**src/rtl/wb_regfile_pkg.sv**
```systemverilog
// Shared pipeline definitions: writeback source select encodings.
package wb_regfile_pkg;

  localparam logic [1:0] WbSelAlu  = 2'b00;
  localparam logic [1:0] WbSelMem  = 2'b01;
  localparam logic [1:0] WbSelPc4  = 2'b10;
  localparam logic [1:0] WbSelNone = 2'b11;

  // True when the select code produces a register write.
  function automatic logic wb_sel_writes(input logic [1:0] sel);
    return sel != WbSelNone;
  endfunction

endpackage

```
**src/rtl/wb_regfile_rf_core.sv**
```systemverilog
// Register storage array with one write port and two combinational read ports.
// Index 0 is never written and always reads as zero.
module rf_core
  import wb_regfile_pkg::*;
#(
  parameter int unsigned DataWidth = 32,
  parameter int unsigned AddrWidth = 5
) (
  input  logic                 clk,
  input  logic                 rst,
  input  logic                 we,
  input  logic [AddrWidth-1:0] waddr,
  input  logic [DataWidth-1:0] wdata,
  input  logic [AddrWidth-1:0] raddr1,
  input  logic [AddrWidth-1:0] raddr2,
  output logic [DataWidth-1:0] rdata1,
  output logic [DataWidth-1:0] rdata2
);

  localparam int unsigned NumRegs = 1 << AddrWidth;

  logic [DataWidth-1:0] mem_q [NumRegs];
  logic [DataWidth-1:0] mem_d [NumRegs];

  // Next-state of the array: single write, index 0 protected.
  always_comb begin
    mem_d = mem_q;
    if (we && (waddr != '0)) begin
      mem_d[waddr] = wdata;
    end
  end

  // Storage update; synchronous reset clears every entry.
  always_ff @(posedge clk) begin
    if (rst) begin
      mem_q <= '{default: '0};
    end else begin
      mem_q <= mem_d;
    end
  end

  // Zero-latency reads; index 0 forced to zero.
  always_comb begin
    rdata1 = (raddr1 == '0) ? '0 : mem_q[raddr1];
    rdata2 = (raddr2 == '0) ? '0 : mem_q[raddr2];
  end

endmodule

```
**src/rtl/wb_regfile.sv**
```systemverilog
// Writeback stage: source mux, write enable, write-first bypass onto the
// decode read ports, and the retired-instruction counter.
module wb_regfile
  import wb_regfile_pkg::*;
#(
  parameter int unsigned datawidth = 32,
  parameter int unsigned regindex  = 5
) (
  input  logic                 clk,
  input  logic                 rst,
  input  logic                 en,
  input  logic                 valid,
  input  logic [datawidth-1:0] DataMEM,
  input  logic [datawidth-1:0] DataALU,
  input  logic [datawidth-1:0] PCplus4,
  input  logic [regindex-1:0]  regdindex,
  input  logic [1:0]           WBsel,
  input  logic [regindex-1:0]  rs1index,
  input  logic [regindex-1:0]  rs2index,
  output logic [datawidth-1:0] rs1data,
  output logic [datawidth-1:0] rs2data,
  output logic [datawidth-1:0] wbdata,
  output logic                 wbwen,
  output logic [63:0]          instret
);

  logic [datawidth-1:0] core_rdata1;
  logic [datawidth-1:0] core_rdata2;
  logic                 retire;
  logic [63:0]          instret_q;
  logic [63:0]          instret_d;

  // Writeback source select and commit qualification.
  always_comb begin
    case (WBsel)
      WbSelAlu: wbdata = DataALU;
      WbSelMem: wbdata = DataMEM;
      WbSelPc4: wbdata = PCplus4;
      default:  wbdata = '0;
    endcase
    retire = en & valid & ~rst;
    wbwen  = retire & wb_sel_writes(WBsel) & (regdindex != '0);
  end

  rf_core #(
    .DataWidth(datawidth),
    .AddrWidth(regindex)
  ) u_rf_core (
    .clk    (clk),
    .rst    (rst),
    .we     (wbwen),
    .waddr  (regdindex),
    .wdata  (wbdata),
    .raddr1 (rs1index),
    .raddr2 (rs2index),
    .rdata1 (core_rdata1),
    .rdata2 (core_rdata2)
  );

  // Write-first bypass; wbwen already excludes index 0.
  always_comb begin
    rs1data = (wbwen && (rs1index == regdindex)) ? wbdata : core_rdata1;
    rs2data = (wbwen && (rs2index == regdindex)) ? wbdata : core_rdata2;
  end

  // Retire counter next state; wraps naturally at 2^64.
  always_comb begin
    instret_d = retire ? instret_q + 64'd1 : instret_q;
  end

  // Retire counter register with synchronous reset.
  always_ff @(posedge clk) begin
    if (rst) begin
      instret_q <= '0;
    end else begin
      instret_q <= instret_d;
    end
  end

  assign instret = instret_q;

endmodule

```
**config.mk**
```make
export PLATFORM = sky130hd
export DESIGN_NAME = wb_regfile
export DESIGN_NICKNAME = d
export VERILOG_FILES = /design/src/rtl/wb_regfile_pkg.sv /design/src/rtl/wb_regfile_rf_core.sv /design/src/rtl/wb_regfile.sv
export SDC_FILE = /design/constraint.sdc
export NUM_CORES = 2
export LEC_CHECK = 0
export CAP_MARGIN = 20
export CELL_PAD_IN_SITES_DETAIL_PLACEMENT = 1
export CELL_PAD_IN_SITES_GLOBAL_PLACEMENT = 1
export CORE_MARGIN = 2
export CORE_UTILIZATION = 43
export DETAILED_ROUTE_END_ITERATION = 8
export PLACE_DENSITY_LB_ADDON = 0.25
export SYNTH_ARGS = -nofsm -noshare
export SYNTH_HDL_FRONTEND = slang
export SYNTH_SLANG_ARGS = --single-unit
```
**constraint.sdc**
```tcl
create_clock -name clk -period 3.25 [get_ports clk]
set_input_delay 0.65 -clock clk [delete_from_list [all_inputs] [get_ports clk]]
set_output_delay 0.65 -clock clk [all_outputs]
set_load 0.02 [all_outputs]
```
==> results.cfg <==
[final_layout]
layout.filler_cells = 13300
nets = 6232
final_layout_size_suffix_gt1_share_pct = 22.5
syn2layout_area_growth_pct = 29.0

[timing]
finalSetupViolations = 46
setup_tns_ns = -2.24
fin_crit_ns = 3.42
hold_viol = 0
fmax_ghz = 0.292
drv_slew = 0
finClkSkew_ns = 0.0121
slew_headroom_pct = 30.1
worst_slack_ns = -0.170
tightestPinTransition_ns = 1.05
rsz0062_at_grt = true
period_share_pct = 105

[worst_setup_path]
cp_max_fo = 10
crit_type = in2out
endpoint = rs1data[12]
arrival_ns = 2.77
reg2reg_depth = 6
r2r_end = instret[57]
cp-startpoint = rs1index[0]
startpoint_type = primary input
cp.required_ns = 2.60
rr_startpoint = instret[4]
crit_path_end_kind = primary output
r2r_setup_slack_ns = 0.39

[clock_tree]
clk_latency_ns = 0.74
numCtsBuffers = 120
cts.sinks = 1088
clockRootBuffer = clkbuf_16
cts_tree = done
hold_buffers = 0
cts_max_path_buffers = 3
cts.htree.levels = 3
clk_pin_slew_ns = 0.06

[logic_synthesis]
synth_edf_count = 0
ys_seq_elements = 1088
synthCells = 5703
synth_top_area_share_pct = 40.2
synth.largest_area_cell = dfxtp_1
ys_seq_area_share_pct = 40.2
synth-async-reset-ratio_pct = 0
synth.cell_area_sq_um = 54100
syn_area_per_cell_sq_um = 9.49
synth_cell_types = 46
synthTopCellsByCount = 1140 x nor2_1, 1088 x dfxtp_1, 993 x a211oi_1
ys_top_cells_by_area = dfxtp_1 40%, a211oi_1 14%, mux4_2 11%
yosys_warnings = 0
ys_dominant_reg_cell = dfxtp_1
syn-num-nets = 5821
synth_most_common_cell = nor2_1

[hold_path]
hp-class = reg2reg
min_from = u_rf_core.mem_q[1013]

[drt]
drc = 0
vias = 52100
drt_iter0_markers = 5913
wl_per_cell_um = 30.5
routed_wl_um = 240000
viasPerCell = 6.63
firstDrtPassIters = 5
postRouteAntennaNets = 0

[floorplanning]
start_util_pct = 43.2
core_sq_um = 125000
die_y_um = 359
die_x_um = 359
rows = 130
die_area_sq_um = 129000
io_pins = 278

[power_and_ir_drop]
powerDensity_nw_per_um2 = 455
p_leak_nw = 24.0
peakVddDrop_mv = 0.393

[global_route]
grt_overflow = 0
grt_start_max_net_pins = 184
grt.total_usage_pct = 36.2
grt_pass1_wl_um = 352000
antenna_found_initial = 5
grt_pass1_vias = 53100

[flow_run]
drv_cap = 0

[place]
pre_cts_ws_ns = -0.953
place_congestion = 0.906
dp_hpwl_um = 151000
port-buffer-count = 277

[run_status]
status = finished, violations left
violations = negative setup slack
-- critical path, cell delays in order --
cell	delay, ns
buf_12	0.14
buf_12	0.17
buf_4	0.16
nor2b_4	0.15
buf_8	0.17
buf_12	0.17
buf_6	0.12
a22oi_1	0.08
nand3_1	0.15
nand4_1	0.30
a22o_1	0.33
buf_6	0.14
-- state kept, by name, summed over array words and instances (netlist names) --
register         flops
u_rf_core.mem_q   1024
instret             64
-- kinds of logic after synthesis --
family                   synth area share [%]
AO/OA/AOI/OAI                            21.7
AND/OR/NAND/NOR                          11.5
flip-flops                               40.2
multiplexers                             20.8
buffers and inverters                    4.95
XOR/XNOR                                0.793
adder cells (fa/ha/maj)                0.0231
-- worst min path at each step --
stage | to | slack, ns | cells after the start
CTS | u_rf_core.mem_q[1019] | 0.49 | 1
global route | u_rf_core.mem_q[1022] | 0.50 | 1
floorplan | u_rf_core.mem_q[1022] | 0.45 | 1
detailed placement | u_rf_core.mem_q[1019] | 0.47 | 1
global placement | u_rf_core.mem_q[1009] | 0.47 | 1
finish | u_rf_core.mem_q[1013] | 0.48 | 1
-- report_power, final --
group          switching (W)  total, W  internal (W)
combinational        0.00245   0.00411       0.00166
sequential         0.0000370    0.0134        0.0134
clock                0.00604    0.0142       0.00820
-- metrics by stage --
step | instance area, sq um | cells | hold slack, ns | util [%] | total power (W)
2_1_floorplan | 54200 | 5703 | 0.455 | - | 0.0155
3_3_place_gp | 63600 | 7562 | 0.469 | 50.8 | 0.0173
3_5_place_dp | 63600 | 7562 | 0.474 | 50.8 | 0.0173
4_1_cts | 69100 | 7847 | 0.485 | 55.2 | 0.0316
5_1_grt | 69800 | 7864 | 0.497 | 55.7 | 0.0325
6_report | 69800 | 7864 | 0.485 | 55.7 | 0.0318
-- repair_timing --
item | CTS | global route
setup endpoints to repair | 96 | 71
cloned | 18 | 6
pin swaps | 35 | 41
resized for setup | 490 | 133
setup buffers | 51 | 18
-- cell type report --
cell class	instances	area [sq um]	area share [%]
inverter	46	173	0.247
antenna	3	7.51	0.0108
tap	1650	2060	2.96
timing repair buffer	953	11000	15.8
clock buffer	170	3470	4.98
multi-input combinational	3905	30700	44.0
sequential	1088	21800	31.2
clock inverter	49	549	0.787
-- metal layers --
metal	vias up	wire length [um]	GRT usage [%]
li1	22400	-	-
met1	26500	98100	47.9
met2	2610	108000	55.5
met3	663	22400	8.58
met4	2	11900	17.5
met5	-	13	0
-- cells in the final DEF, fill, tap and decap left out, types with 54 or more instances in the layout --
cell type	n
a211oi_1	993
a221oi_1	54
a22oi_1	272
buf_12	191
buf_4	420
buf_6	89
clkbuf_16	128
clkdlybuf4s50_1	186
dfxtp_1	1087
mux2i_1	521
mux4_2	262
nand3_1	109
nor2_1	1105
Power figures use the tool's default switching activity.
